## src/rtl/div_pkg.sv

```systemverilog
// Shared types and constants for the sequential non-restoring divider.
package div_pkg;

  localparam int DIV_WIDTH = 32;
  localparam int DIV_CNT_W = $clog2(DIV_WIDTH) + 1;

  typedef enum logic [2:0] {
    IDLE,
    PREP,
    ITER,
    FIX,
    DONE
  } div_state_t;

  // Iteration counter width for an arbitrary operand width.
  function automatic int div_cnt_w(input int width);
    return $clog2(width) + 1;
  endfunction

endpackage

```

## src/rtl/div_addsub_step.sv

```systemverilog
// One non-restoring step: R -/+ D on a WIDTH+1-bit signed partial remainder.
module div_addsub_step #(
  parameter int WIDTH = 32
) (
  input  logic signed [WIDTH:0]   r_in,
  input  logic        [WIDTH-1:0] d,
  input  logic                    sub,
  output logic signed [WIDTH:0]   r_out,
  output logic                    q_bit
);

  logic signed [WIDTH:0] d_ext;

  always_comb begin
    d_ext = signed'({1'b0, d});
    r_out = sub ? (r_in - d_ext) : (r_in + d_ext);
    q_bit = ~r_out[WIDTH];
  end

endmodule

```

## src/rtl/div_seq_32b.sv

```systemverilog
// Multi-cycle non-restoring divider, one quotient bit per clock.
// Signed operation is built only when DIV_SIGNED_EN is defined; otherwise every divide is unsigned.
module div_seq_32b
  import div_pkg::*;
#(
  parameter int WIDTH = DIV_WIDTH
) (
  input  logic             clk,
  input  logic             reset,
  input  logic             start,
  input  logic             op_signed,
  input  logic [WIDTH-1:0] dividend,
  input  logic [WIDTH-1:0] divisor,
  output logic             busy,
  output logic             done,
  output logic             div_by_zero,
  output logic [WIDTH-1:0] quotient,
  output logic [WIDTH-1:0] remainder
);

  localparam int CNT_W = div_cnt_w(WIDTH);
  localparam logic [CNT_W-1:0] LAST_STEP = CNT_W'(WIDTH - 1);

  div_state_t              state_q, state_d;
  logic                    busy_q, busy_d;
  logic                    done_q, done_d;
  logic                    dbz_q, dbz_d;
  logic [WIDTH-1:0]        quo_q, quo_d;
  logic [WIDTH-1:0]        rem_q, rem_d;

  logic signed [WIDTH:0]   r_q, r_d;
  logic [WIDTH-1:0]        q_q, q_d;
  logic [WIDTH-1:0]        d_q, d_d;
  logic [CNT_W-1:0]        cnt_q, cnt_d;
  logic                    neg_a_q, neg_a_d;
  logic                    neg_d_q, neg_d_d;

  logic signed [WIDTH:0]   r_sh;
  logic signed [WIDTH:0]   r_fin;
  logic signed [WIDTH:0]   step_r;
  logic signed [WIDTH:0]   step_r_new;
  logic                    step_sub;
  logic                    step_qbit;

`ifndef DIV_SIGNED_EN
  logic op_signed_unused;
  assign op_signed_unused = op_signed;
`endif

  div_addsub_step #(.WIDTH(WIDTH)) u_step (
    .r_in  (step_r),
    .d     (d_q),
    .sub   (step_sub),
    .r_out (step_r_new),
    .q_bit (step_qbit)
  );

  always_comb begin
    state_d  = state_q;
    dbz_d    = dbz_q;
    quo_d    = quo_q;
    rem_d    = rem_q;
    r_d      = r_q;
    q_d      = q_q;
    d_d      = d_q;
    cnt_d    = cnt_q;
    neg_a_d  = neg_a_q;
    neg_d_d  = neg_d_q;
    step_r   = r_q;
    step_sub = 1'b0;
    r_sh     = {r_q[WIDTH-1:0], q_q[WIDTH-1]};
    r_fin    = r_q;

    case (state_q)
      IDLE: begin
        if (start) begin
          if (divisor == '0) begin
            state_d = DONE;
            dbz_d   = 1'b1;
            quo_d   = '0;
            rem_d   = dividend;
          end else begin
            state_d = PREP;
            q_d     = dividend;
            d_d     = divisor;
`ifdef DIV_SIGNED_EN
            neg_a_d = op_signed & dividend[WIDTH-1];
            neg_d_d = op_signed & divisor[WIDTH-1];
`else
            neg_a_d = 1'b0;
            neg_d_d = 1'b0;
`endif
          end
        end
      end

      PREP: begin
        // Magnitudes fit in WIDTH unsigned bits, including the most negative value.
`ifdef DIV_SIGNED_EN
        if (neg_a_q) q_d = -q_q;
        if (neg_d_q) d_d = -d_q;
`endif
        r_d     = '0;
        cnt_d   = '0;
        state_d = ITER;
      end

      ITER: begin
        // Add/subtract choice follows the sign of R before the shift.
        step_r   = r_sh;
        step_sub = ~r_q[WIDTH];
        r_d      = step_r_new;
        q_d      = {q_q[WIDTH-2:0], step_qbit};
        cnt_d    = cnt_q + CNT_W'(1);
        if (cnt_q == LAST_STEP) state_d = FIX;
      end

      FIX: begin
        step_r   = r_q;
        step_sub = 1'b0;
        r_fin    = r_q[WIDTH] ? step_r_new : r_q;
        quo_d    = q_q;
        rem_d    = r_fin[WIDTH-1:0];
`ifdef DIV_SIGNED_EN
        if (neg_a_q ^ neg_d_q) quo_d = -q_q;
        if (neg_a_q)           rem_d = -r_fin[WIDTH-1:0];
`endif
        dbz_d    = 1'b0;
        state_d  = DONE;
      end

      DONE: begin
        state_d = IDLE;
      end

      default: begin
        state_d = IDLE;
      end
    endcase

    busy_d = (state_d != IDLE);
    done_d = (state_d == DONE);
  end

  always_ff @(posedge clk) begin
    if (reset) begin
      state_q <= IDLE;
      busy_q  <= 1'b0;
      done_q  <= 1'b0;
      dbz_q   <= 1'b0;
      quo_q   <= '0;
      rem_q   <= '0;
    end else begin
      state_q <= state_d;
      busy_q  <= busy_d;
      done_q  <= done_d;
      dbz_q   <= dbz_d;
      quo_q   <= quo_d;
      rem_q   <= rem_d;
    end
  end

  // Datapath registers carry no reset; they are always reloaded before use.
  always_ff @(posedge clk) begin
    r_q     <= r_d;
    q_q     <= q_d;
    d_q     <= d_d;
    cnt_q   <= cnt_d;
    neg_a_q <= neg_a_d;
    neg_d_q <= neg_d_d;
  end

  assign busy        = busy_q;
  assign done        = done_q;
  assign div_by_zero = dbz_q;
  assign quotient    = quo_q;
  assign remainder   = rem_q;

endmodule

```

## config.mk

```make
export PLATFORM = sky130hd
export DESIGN_NAME = div_seq_32b
export DESIGN_NICKNAME = d
export VERILOG_FILES = /design/src/rtl/div_pkg.sv /design/src/rtl/div_addsub_step.sv /design/src/rtl/div_seq_32b.sv
export SDC_FILE = /design/constraint.sdc
export NUM_CORES = 1
export LEC_CHECK = 0
export ABC_CLOCK_PERIOD_IN_PS = 6730
export CAP_MARGIN = 20
export CORE_MARGIN = 10
export CORE_UTILIZATION = 30
export DETAILED_ROUTE_END_ITERATION = 8
export HOLD_SLACK_MARGIN = 0.08
export RECOVER_POWER = 25
export SYNTH_ARGS = -nofsm -noshare
export SYNTH_HDL_FRONTEND = slang
export SYNTH_SLANG_ARGS = --single-unit
```

## constraint.sdc

```tcl
create_clock -name clk -period 6.73 [get_ports clk]
set_input_delay 1.6825 -clock clk [delete_from_list [all_inputs] [get_ports clk]]
set_output_delay 1.6825 -clock clk [all_outputs]
set_load 0.05 [all_outputs]
```

* Word level (Yosys, flattened, before mapping)
Index checks and enable logic that the tools add are counted.
** Word-level totals
- Output and inout bits :: 67
- Bits in read-only memories :: 0
- Memories :: 0
- Bits of input ports :: 68
- Flip-flop bits (word level) :: 173
- Logic and storage cells :: 55
- Latch bits :: 0
- RAM bits :: 0
** Operators by class
- Reduce and logical (&&, ||, !) cells :: 9
- Bitwise logic cells :: 3
- Multipliers :: 0
- Shift operators :: 0
- Divide/modulo/power cells :: 0
- Add/sub/neg operators :: 3
- Eq/ne operators :: 8
- Mux-type cells :: 22
- Order comparisons :: 0
** Operators by type and width (count)
- $mux 32 :: 7
- $pmux 32 s2 :: 3
- $mux 33 :: 2
- $pmux 33 s2 :: 1
- $add 33x33->33 :: 1
- $sub 33x33->33 :: 1
- $logic_not 32->1 :: 1
- $pmux 3 s4 :: 1
- $pmux 6 s2 :: 1
- $mux 3 :: 3
- $reduce_and 3->1 :: 3
- $add 6x1->6 const B :: 1
- $eq 3x2->1 const B :: 2
- $eq 6x5->1 const B :: 1
- $ne 2x2->1 const B :: 3
- $reduce_bool 2->1 :: 3
- $eq 3x1->1 const B :: 1
- $eq 3x3->1 const B :: 1
- $logic_not 3->1 :: 1
- $mux 1 :: 3
- $not 1->1 :: 3
- $reduce_bool 3->1 :: 1
- $pmux 1 s2 :: 1

* Depth between registers and ports, before layout
Gate-level depths: netlist of run 1.
- Word-level depth :: 6
- Gate-level depth with buffers :: 18
- Depth with buffers taken out :: 16

* Modules after synthesis
A second synthesis of run 1 with hierarchy kept.
** Unflattened totals
- Cell total of the unflattened synthesis :: 1179
- Area total of the unflattened synthesis :: 10856.7 um^2
** Modules (own cells, without submodules)
- div_seq_32b :: cells each 779, area each 8102.8 um^2, sequential area each 4494.3 um^2, instances 1
- div_addsub_step :: cells each 400, area each 2753.9 um^2, sequential area each 0.0 um^2, instances 1

* Least setup slack after synthesis of run 1
OpenSTA, ideal clock, no wires.
- Path type :: register to register
- From :: register d_q[10]
- To :: register r_q[30], data pin
- Setup slack :: 1943 ps
- Data required time :: 6464 ps
- Data arrival time :: 4522 ps
- Clock period less this slack :: 4787 ps
- Stages on the path, launching flop included :: 17
- Buffers on the path :: 1
- Library setup time :: 266 ps
- Cells stage by stage :: edfxtp_1 > or4_4 > or3_4 > or4_4 > or2_1 > o21ai_2 > xnor2_1 > ha_1 > clkbuf_1 > a211oi_1 > nor3b_1 > or3b_2 > nor4_1 > nor3_2 > or4_1 > nand3_1 > nor2_1
** Between the ends
- Longest elaborated chain between the ends :: 3
- Elaborated cells on any way between the ends :: 4
- Classes of those cells :: add/sub: 2; mux: 2
** RTL lines
- start, declared :: line div_seq_32b.sv:33 : logic [WIDTH-1:0] d_q, d_d;
- start signal, assigned :: line div_seq_32b.sv:167 : d_q <= d_d;
- $add 33x33->33 or $sub 33x33->33 (tied branches) :: line div_addsub_step.sv:16 : r_out = sub ? (r_in - d_ext) : (r_in + d_ext);
- $mux 33 * :: line div_addsub_step.sv:16
- $pmux 33 s2 * :: line div_seq_32b.sv:74 : case (state_q)
- end signal, assigned :: line div_seq_32b.sv:165 : r_q <= r_d;
- end, declared :: line div_seq_32b.sv:31 : logic signed [WIDTH:0] r_q, r_d;
Mark *: on every way between the ends. The rest lies on a longest branch, timed or not.
A chain may end at the register's enable or synchronous reset.

* Worst setup path after layout of run 1
- From :: register state_q[2]
- To :: register rem_q[25], in the netlist remainder[25]
** Between the ends
- Longest elaborated chain between the ends :: 6
- Elaborated cells on any way between the ends :: 14
- Classes of those cells :: add/sub: 2; eq/ne: 4; mux: 5; reduce/logical: 3
** RTL lines
- start, declared :: line div_seq_32b.sv:24 : div_state_t state_q, state_d;
- start signal, assigned :: line div_seq_32b.sv:154 : state_q <= state_d;
- $eq 3x2->1 :: line div_seq_32b.sv:74
- $mux 33 :: line div_seq_32b.sv:74
- $add 33x33->33 or $sub 33x33->33 (tied branches) :: line div_addsub_step.sv:16
- $mux 33 :: line div_addsub_step.sv:16
- $mux 32 :: line div_seq_32b.sv:121 : r_fin = r_q[WIDTH] ? step_r_new : r_q;
- $pmux 32 s2 :: line div_seq_32b.sv:74
- end signal, assigned :: line div_seq_32b.sv:159 : rem_q <= rem_d;
- end, declared :: line div_seq_32b.sv:29 : logic [WIDTH-1:0] rem_q, rem_d;
Parallel ways exist; a longest one is shown, timed or not.

==> impl_metrics.json, run 1 <==
{
  "status": "finished, violations left",
  "violations": "max-capacitance violations, max-slew violations",
  "drt_iter0_markers": 680,
  "grt_usage_pct": 14.7,
  "crit_required_ns": 6.90,
  "syn2layout_area_growth_pct": 24.5,
  "h-tree-depth": 4,
  "place_area_sq_um": 11200,
  "drive_gt1_share_pct": 5.44,
  "coreArea_sq_um": 31400,
  "ys_seq_area_share_pct": 47.3,
  "slew_violations": 84,
  "via_per_inst": 5.13,
  "cts_buffer_depth": 2,
  "cp.depth": 15,
  "finalSetupTns_ns": 0,
  "finalNonFillerCells": 1597,
  "hold_violations": 0,
  "cp_top_family": "simple AND/OR/NAND/NOR gates",
  "antenna_left": 0,
  "grt_pass1_wl_mm": 45.4,
  "cts_tree": "yes",
  "yosysUniqueCellTypes": 65,
  "period_minus_slack_ns": 5.31,
  "synth_edf_count": 103,
  "clk_latency_ns": 0.43,
  "synth_top_area_share_pct": 32.6,
  "fmax_ghz": 0.188,
  "cp_num_buf_inv": 1,
  "dpl.hpwl_mm": 21.9,
  "synthFlopType": "edfxtp_1",
  "dp.cells": 1564,
  "cts-buffers-inserted": 17,
  "power_density_nw_per_um2": 282,
  "r2r_cells": 15,
  "multi_input_area_sq_um": 4730,
  "cts_resized": 0,
  "die_h_um": 198,
  "grt-ovfl-total": 0,
  "min_period_over_period_pct": 78.9,
  "max_stage_delay_ns": 0.88,
  "postLayoutCoreUtil_pct": 37.6,
  "synth.most_common_cell": "nand2_1",
  "drc_errors": 0,
  "criticalPathCategory": "reg2reg",
  "initial_core_util_pct": 30.2,
  "design_area_sq_um": 11800,
  "end_kind": "flop",
  "firstDrtPassIters": 7,
  "num_vias": 8192,
  "p_leak_nw": 4.41,
  "slew_headroom_pct": -79.1,
  "cts_setup_buffers": 0,
  "portBuffers": 133,
  "synth_area_sq_um": 9490,
  "startpoint_type": "flop",
  "clk_pin_slew_ns": 0.08,
  "grt_pass1_vias": 7890,
  "nNetsFinal": 1286,
  "finalSetupViolCount": 0,
  "regArea_sq_um": 4490,
  "ctsHoldBuffers": 0,
  "clock_skew_ns": 0.0132,
  "synth_nets": 1175,
  "peakVddDrop_mv": 0.182,
  "placementRows": 65,
  "synthCells": 1071,
  "grt_max_degree": 58,
  "insertedDiodeCount": 0,
  "whs_path_depth": 2,
  "drt-total-wl_mm": 29.0,
  "yosys-top-cells-area": "edfxtp_1, dfxtp_1, nand2_1",
  "crit_chain": "nor2_1 > nand2_1 > nor2_1 > buf_4 > a21oi_1 > xnor2_1 > ha_1 > a21o_1 > or3_1 > o21ai_0 > o211ai_1 > a31oi_1 > o21ai_0 > xnor2_1 > o22ai_1",
  "rsz0062_at_grt": "no",
  "num_io_pins": 135,
  "fillers": 3208,
  "worst_path_max_delay_cell": "nand2_1",
  "cts.sink_count": 173,
  "r2r_slack_ns": 1.42,
  "async_flop_share_pct": 0,
  "min_path_type": "reg2reg",
  "place_congestion": 0.843,
  "yosys.area.top_type": "edfxtp_1",
  "synth_common_cells": "nand2_1, edfxtp_1, nor2_1",
  "die_area_sq_um": 39200,
  "post_drt_wl_per_cell_um": 18.2,
  "whs_ns": 0.458,
  "drv_cap": 2,
  "cts-root-buf": "clkbuf_16",
  "tightest_slew_ns": 2.69,
  "ys_ff_latch": 173,
  "ys.warnings.count": 0,
  "die_w_um": 198,
  "avgSynthCellArea_sq_um": 8.86,
  "antenna_found_initial": 0,
  "arrival_ns": 5.48,
  "path_max_fanout": 45
}
-- state kept, by name (all words and copies together) (netlist names) --
name         cells
div_by_zero      1
busy             1
r_q             33
done             1
quotient        32
d_q             32
state_q          3
cnt_q            6
q_q             32
remainder       32
-- cell type report --
cell class	count	area share [%]
sequential	173	38.0
timing repair buffer	149	12.3
clock buffer	18	3.63
clock inverter	14	1.23
inverter	16	0.508
multi-input combinational	825	40.0
tap	402	4.26
-- tightest hold or removal path: stages (launching register included) --
cell and delay, ns:
dfxtp_1 0.31, nand2_1 0.05, a21oi_1 0.05
-- worst paths after layout --
kind                startpoint             to
setup / recovery    state_q[2]  remainder[25]
hold reg to reg   quotient[11]   quotient[11]
hold / removal    quotient[11]   quotient[11]
setup reg to reg    state_q[2]  remainder[25]
-- power breakdown --
| part | internal (mW) | leakage (nW) | switching (mW) |
|---|---|---|---|
| sequential | 1.24 | 1.56 | 0.0655 |
| combinational | 0.380 | 2.58 | 0.658 |
| clock | 0.496 | 0.275 | 0.492 |
-- cell families (layout without fill, tap and decap cells) --
family                   after synthesis  count (layout)  share of synthesized area (%)
AND/OR/NAND/NOR                      490             490                           22.5
AO/OA/AOI/OAI                        233             233                           16.4
flip-flops                           173             173                           47.3
buffers and inverters                 73             197                           2.89
XOR/XNOR                              63              63                           5.81
adder cells (fa/ha/maj)               36              36                           4.82
multiplexers                           3               3                          0.316
-- through the flow --
step	power [mW]	setup slack, ns
after floorplan	2.04	1.94
after global placement	2.35	1.58
after detailed placement	2.37	1.51
after CTS	3.35	1.51
after global routing	3.53	1.03
final	3.33	1.42
-- cell usage in the layout, fill, tap and decap left out, drive strengths merged, types with 5 or more instances in the layout --
cell type,count
o21ai,42
clkinv,5
nor3,22
buf,15
nor4,15
clkdlybuf4s50,100
nand4,7
a222oi,15
a211oi,12
ha,35
nor2,86
dlygate4sd3,32
dfxtp,70
inv,23
a21oi,68
clkbuf,20
xor2,35
xnor2,28
edfxtp,103
or4,5
nand2,284
a21o,12
nand2b,7
a2111oi,6
o21a,13
o31ai,9
or3,8
o22ai,12
and3,8
nand3,27
a31oi,10
-- layer usage --
layer / part of all wire (%) / vias to the layer above / global-route usage, % / wire (um)
met5: 0 / - / 0 / 0
met4: 0.69 / 0 / 2.53 / 199
met3: 6.4 / 14 / 3.41 / 1870
met2: 45 / 226 / 22.7 / 12900
met1: 48 / 3880 / 20.6 / 14000
li1: - / 4072 / - / -
Note: power is estimated with default switching activity, not from simulation.
==> inputs of run 2 (changes only) <==
--- a/config.mk
+++ b/config.mk
@@ -5,7 +5,7 @@
 export SDC_FILE = /design/constraint.sdc
 export NUM_CORES = 1
 export LEC_CHECK = 0
-export ABC_CLOCK_PERIOD_IN_PS = 6730
+export ABC_CLOCK_PERIOD_IN_PS = 5300
 export CAP_MARGIN = 20
 export CORE_MARGIN = 10
 export CORE_UTILIZATION = 30
==> constraint.sdc (replaced) <==
create_clock -name clk -period 5.3 [get_ports clk]
set_input_delay 1.325 -clock clk [delete_from_list [all_inputs] [get_ports clk]]
set_output_delay 1.325 -clock clk [all_outputs]
set_load 0.05 [all_outputs]
==> impl_metrics.json, run 2 (same netlist as run 1, synthesis figures left out) <==
{
  "h-tree-depth": 4,
  "nNetsFinal": 1292,
  "path_max_fanout": 8,
  "slew_violations": 0,
  "slew_headroom_pct": 1.28,
  "dpl.hpwl_mm": 22.1,
  "antenna_left": 0,
  "hold_violations": 0,
  "cp_num_buf_inv": 0,
  "rsz0062_at_grt": "no",
  "ctsHoldBuffers": 0,
  "final_common_cell": "nand2_1",
  "num_vias": 8277,
  "via_per_inst": 5.16,
  "cts_setup_buffers": 0,
  "cpMostUsedCell": "or4_4",
  "drc_errors": 0,
  "die_w_um": 198,
  "startpoint_type": "flop",
  "finalPower_mw": 4.23,
  "cts_tree": "yes",
  "postLayoutCoreUtil_pct": 37.8,
  "grt_max_degree": 56,
  "final_cell_mix": "nand2_1, edfxtp_1, clkdlybuf4s50_1",
  "clk_latency_ns": 0.44,
  "min_period_over_period_pct": 94.9,
  "finalSetupViolCount": 0,
  "grt_pass1_wl_mm": 45.6,
  "tightest_slew_ns": 1.48,
  "initial_core_util_pct": 30.2,
  "cts_buffer_depth": 2,
  "cp_top_family": "simple AND/OR/NAND/NOR gates",
  "num_io_pins": 135,
  "drt-total-wl_mm": 29.0,
  "arrival_ns": 5.19,
  "coreArea_sq_um": 31400,
  "crit_chain": "or4_4 > or3_4 > or4_4 > or2_1 > o21ai_2 > xnor2_1 > ha_1 > a211oi_2 > nor3b_1 > or3b_2 > nor4_1 > nor3_2 > or4_1 > nand3_1 > nor2_1",
  "syn2layout_area_growth_pct": 25.0,
  "insertedDiodeCount": 0,
  "place_congestion": 0.853,
  "placementRows": 65,
  "min_path_type": "reg2reg",
  "criticalPathCategory": "reg2reg",
  "cts.sink_count": 173,
  "cts-buffers-inserted": 17,
  "period_minus_slack_ns": 5.03,
  "portBuffers": 133,
  "fmax_ghz": 0.199,
  "largest_reg_flops": 33,
  "clk_pin_slew_ns": 0.07,
  "crit_required_ns": 5.46,
  "top_register": "r_q",
  "grt_usage_pct": 14.8,
  "finalSetupTns_ns": 0,
  "drive_gt1_share_pct": 6.00,
  "drv_cap": 0,
  "max_stage_delay_ns": 0.56,
  "drt_iter0_markers": 721,
  "clock_skew_ns": 0.0123,
  "die_area_sq_um": 39200,
  "worst_path_max_delay_cell": "or4_4",
  "post_drt_wl_per_cell_um": 18.1,
  "power_density_nw_per_um2": 356,
  "grt-ovfl-total": 0,
  "p_leak_nw": 4.44,
  "cts-root-buf": "clkbuf_16",
  "firstDrtPassIters": 8,
  "die_h_um": 198,
  "cts_resized": 0,
  "grt_pass1_vias": 8009,
  "end_kind": "flop",
  "antenna_found_initial": 0,
  "peakVddDrop_mv": 0.236,
  "status": "complete, no violations"
}
## run 2: cell count changes in the layout (fill, tap and decap cells not counted), sizes merged
cell,delta
buf,+5
clkinv,+3
clkinvlp,-1
inv,-1
## run 2: worst paths after layout
path | end | cells past startpoint | from | slack, ns
worst max register to register | r_q[30] | 15 | d_q[11] | 0.27
worst max-delay path | r_q[30] | 15 | d_q[11] | 0.27
worst min-delay path | quotient[18] | 2 | quotient[18] | 0.46
worst min register to register | quotient[18] | 2 | quotient[18] | 0.46
## run 2: stage by stage
step | instances | setup slack, ns | instance area [sq um] | hold WS (ns)
final | 1603 | 0.271 | 11900 | 0.456
after detailed placement | 1570 | 0.181 | 11300 | 0.447
after global routing | 1603 | 0.0200 | 11900 | 0.481
after floorplan | 1071 | 0.513 | 9490 | 0.497
after CTS | 1602 | 0.177 | 11900 | 0.458
after global placement | 1568 | 0.293 | 11300 | 0.445
## run 2: layout make-up
cell class | instances | area, sq um
well taps | 402 | 503
fillers | 3205 | 19500
clock buffers | 17 | 425
inverters | 16 | 60.1
clock inverters | 15 | 146
multi-input cells | 825 | 4740
repair buffers | 155 | 1500
flip-flops and latches | 173 | 4490
## run 2: power by group
part | switching [mW] | internal (mW)
clock network | 0.606 | 0.625
registers | 0.0894 | 1.58
logic | 0.837 | 0.490
## run 2: routing by layer
metal / vias up / global-route usage [%] / wire length (um)
met2: 242 / 22.2 / 12600
li1: 4083 / - / -
met4: 0 / 3.79 / 386
met5: - / 0 / 0
met3: 20 / 3.43 / 1800
met1: 3932 / 20.9 / 14200
## run 2: worst min-delay path: stages (launching register included)
cell and delay (ns):
dfxtp_1 0.31, nand2_1 0.05, a21oi_1 0.05
==> inputs of run 3 (changes only) <==
--- a/config.mk
+++ b/config.mk
@@ -11,7 +11,6 @@
 export CORE_UTILIZATION = 30
 export DETAILED_ROUTE_END_ITERATION = 8
 export HOLD_SLACK_MARGIN = 0.08
-export RECOVER_POWER = 25
 export SYNTH_ARGS = -nofsm -noshare
 export SYNTH_HDL_FRONTEND = slang
 export SYNTH_SLANG_ARGS = --single-unit
==> impl_metrics.json, run 3 (same netlist as run 1, synthesis figures left out) <==
{
  "post_drt_wl_per_cell_um": 18.1,
  "slew_violations": 0,
  "met1_length_mm": 14.1,
  "multi_input_area_sq_um": 4740,
  "min_path_type": "reg2reg",
  "criticalPathCategory": "reg2reg",
  "dp.cells": 1570,
  "num_vias": 8297,
  "cts_setup_buffers": 0,
  "cts-root-buf": "clkbuf_16",
  "h-tree-depth": 4,
  "insertedDiodeCount": 0,
  "hold_violations": 0,
  "dpl.hpwl_mm": 22.1,
  "period_minus_slack_ns": 5.03,
  "grt_max_degree": 56,
  "drc_errors": 0,
  "finalSetupViolCount": 0,
  "top_register": "r_q",
  "largest_reg_flops": 33,
  "clk_pin_slew_ns": 0.07,
  "grt_pass1_wl_mm": 45.6,
  "cts.sink_count": 173,
  "worst_path_max_delay_cell": "or4_4",
  "nNetsFinal": 1292,
  "crit_chain": "or4_4 > or3_4 > or4_4 > or2_1 > o21ai_2 > xnor2_1 > ha_1 > a211oi_2 > nor3b_1 > or3b_2 > nor4_1 > nor3_2 > or4_1 > nand3_1 > nor2_1",
  "ctsHoldBuffers": 0,
  "final_cell_mix": "nand2_1, clkdlybuf4s50_1, edfxtp_1",
  "rsz0062_at_grt": "no",
  "whs_ns": 0.456,
  "fillers": 3199,
  "power_density_nw_per_um2": 356,
  "path_max_fanout": 8,
  "coreArea_sq_um": 31400,
  "firstDrtPassIters": 5,
  "syn2layout_area_growth_pct": 25.3,
  "cts_buffer_depth": 2,
  "drt_iter0_markers": 713,
  "regArea_sq_um": 4490,
  "cts-buffers-inserted": 17,
  "arrival_ns": 5.19,
  "power.share.clock_pct": 29.1,
  "placementRows": 65,
  "peakVddDrop_mv": 0.236,
  "combPwrFrac_pct": 31.6,
  "crit_required_ns": 5.46,
  "initial_core_util_pct": 30.2,
  "die_w_um": 198,
  "end_kind": "flop",
  "pwr-share-seq_pct": 39.4,
  "drt-total-wl_mm": 29.0,
  "antenna_found_initial": 0,
  "finalSetupTns_ns": 0,
  "grt_usage_pct": 14.8,
  "final_common_cell": "nand2_1",
  "wl_met3_mm": 1.82,
  "cpMostUsedCell": "or4_4",
  "grt_pass1_vias": 8009,
  "grt-ovfl-total": 0,
  "place_congestion": 0.853,
  "startpoint_type": "flop",
  "p_leak_nw": 4.45,
  "cts_tree": "yes",
  "min_period_over_period_pct": 94.9,
  "drive_gt1_share_pct": 6.33,
  "finalNonFillerCells": 1603,
  "die_area_sq_um": 39200,
  "status": "complete, no violations",
  "internal_power_mw": 2.70,
  "die_h_um": 198,
  "fmax_ghz": 0.199,
  "clk_latency_ns": 0.43,
  "antenna_left": 0,
  "clock_skew_ns": 0.0124,
  "cp_num_buf_inv": 0,
  "via_per_inst": 5.18,
  "switchingPower_mw": 1.53,
  "slew_headroom_pct": 47.6,
  "portBuffers": 133,
  "dr_wl_met2_mm": 12.7,
  "p_sw_share_pct": 36.2,
  "routed.top_layer": "met4",
  "drv_cap": 0,
  "num_io_pins": 135,
  "cp_top_family": "simple AND/OR/NAND/NOR gates",
  "tightest_slew_ns": 0.779,
  "max_stage_delay_ns": 0.56
}
==> run 3: power groups by stage <==
stage	logic, mW	registers, mW	clock network (mW)
2_1_floorplan	0.891	1.71	0
3_3_place_gp	1.30	1.69	0
3_5_place_dp	1.32	1.69	0
4_1_cts	1.32	1.66	1.26
5_1_grt	1.48	1.68	1.32
6_report	1.34	1.67	1.23
==> run 3: final timing paths <==
kind	end	slack, ns	depth (start not counted)	from
worst max register to register	r_q[30]	0.27	15	d_q[11]
worst min register to register	quotient[18]	0.46	2	quotient[18]
worst max-delay path	r_q[30]	0.27	15	d_q[11]
worst min-delay path	quotient[18]	0.46	2	quotient[18]
==> run 3: cell type report <==
type	instances	share of cell area, %
multi-input cells	825	39.9
clock inverters	15	1.23
repair buffers	155	12.8
well taps	402	4.23
clock buffers	17	3.58
flip-flops and latches	173	37.8
inverters	16	0.505
==> run 3: timing repair <==
item / 4_1_cts / 5_1_grt
gates resized for setup: 0 / 1
setup endpoints to repair: 0 / 1
endpoints found under the hold margin: 0 / 0
==> run 3: through the flow <==
stage	cell area (sq um)	setup WS, ns	power (mW)	util (%)
floorplan	9490	0.513	2.60	-
CTS	11900	0.177	4.25	37.8
detailed placement	11300	0.181	3.01	36.0
global route	11900	0.0200	4.48	37.9
global placement	11300	0.293	2.99	35.9
finish	11900	0.270	4.23	37.9
==> run 3: worst reg2reg max path, cell delays in order, from the launching register on <==
cell      delay, ns
edfxtp_1       0.42
or4_4          0.56
or3_4          0.38
or4_4          0.45
or2_1          0.28
o21ai_2        0.27
xnor2_1        0.22
ha_1           0.32
a211oi_2       0.24
nor3b_1        0.09
or3b_2         0.47
nor4_1         0.25
nor3_2         0.17
or4_1          0.49
nand3_1        0.12
nor2_1         0.05
==> run 3: per-layer routing <==
metal  up-vias  track usage [%]
met5         -                0
met2       244             22.2
met3        20             3.43
met1      3945             20.9
li1       4088                -
met4         0             3.79
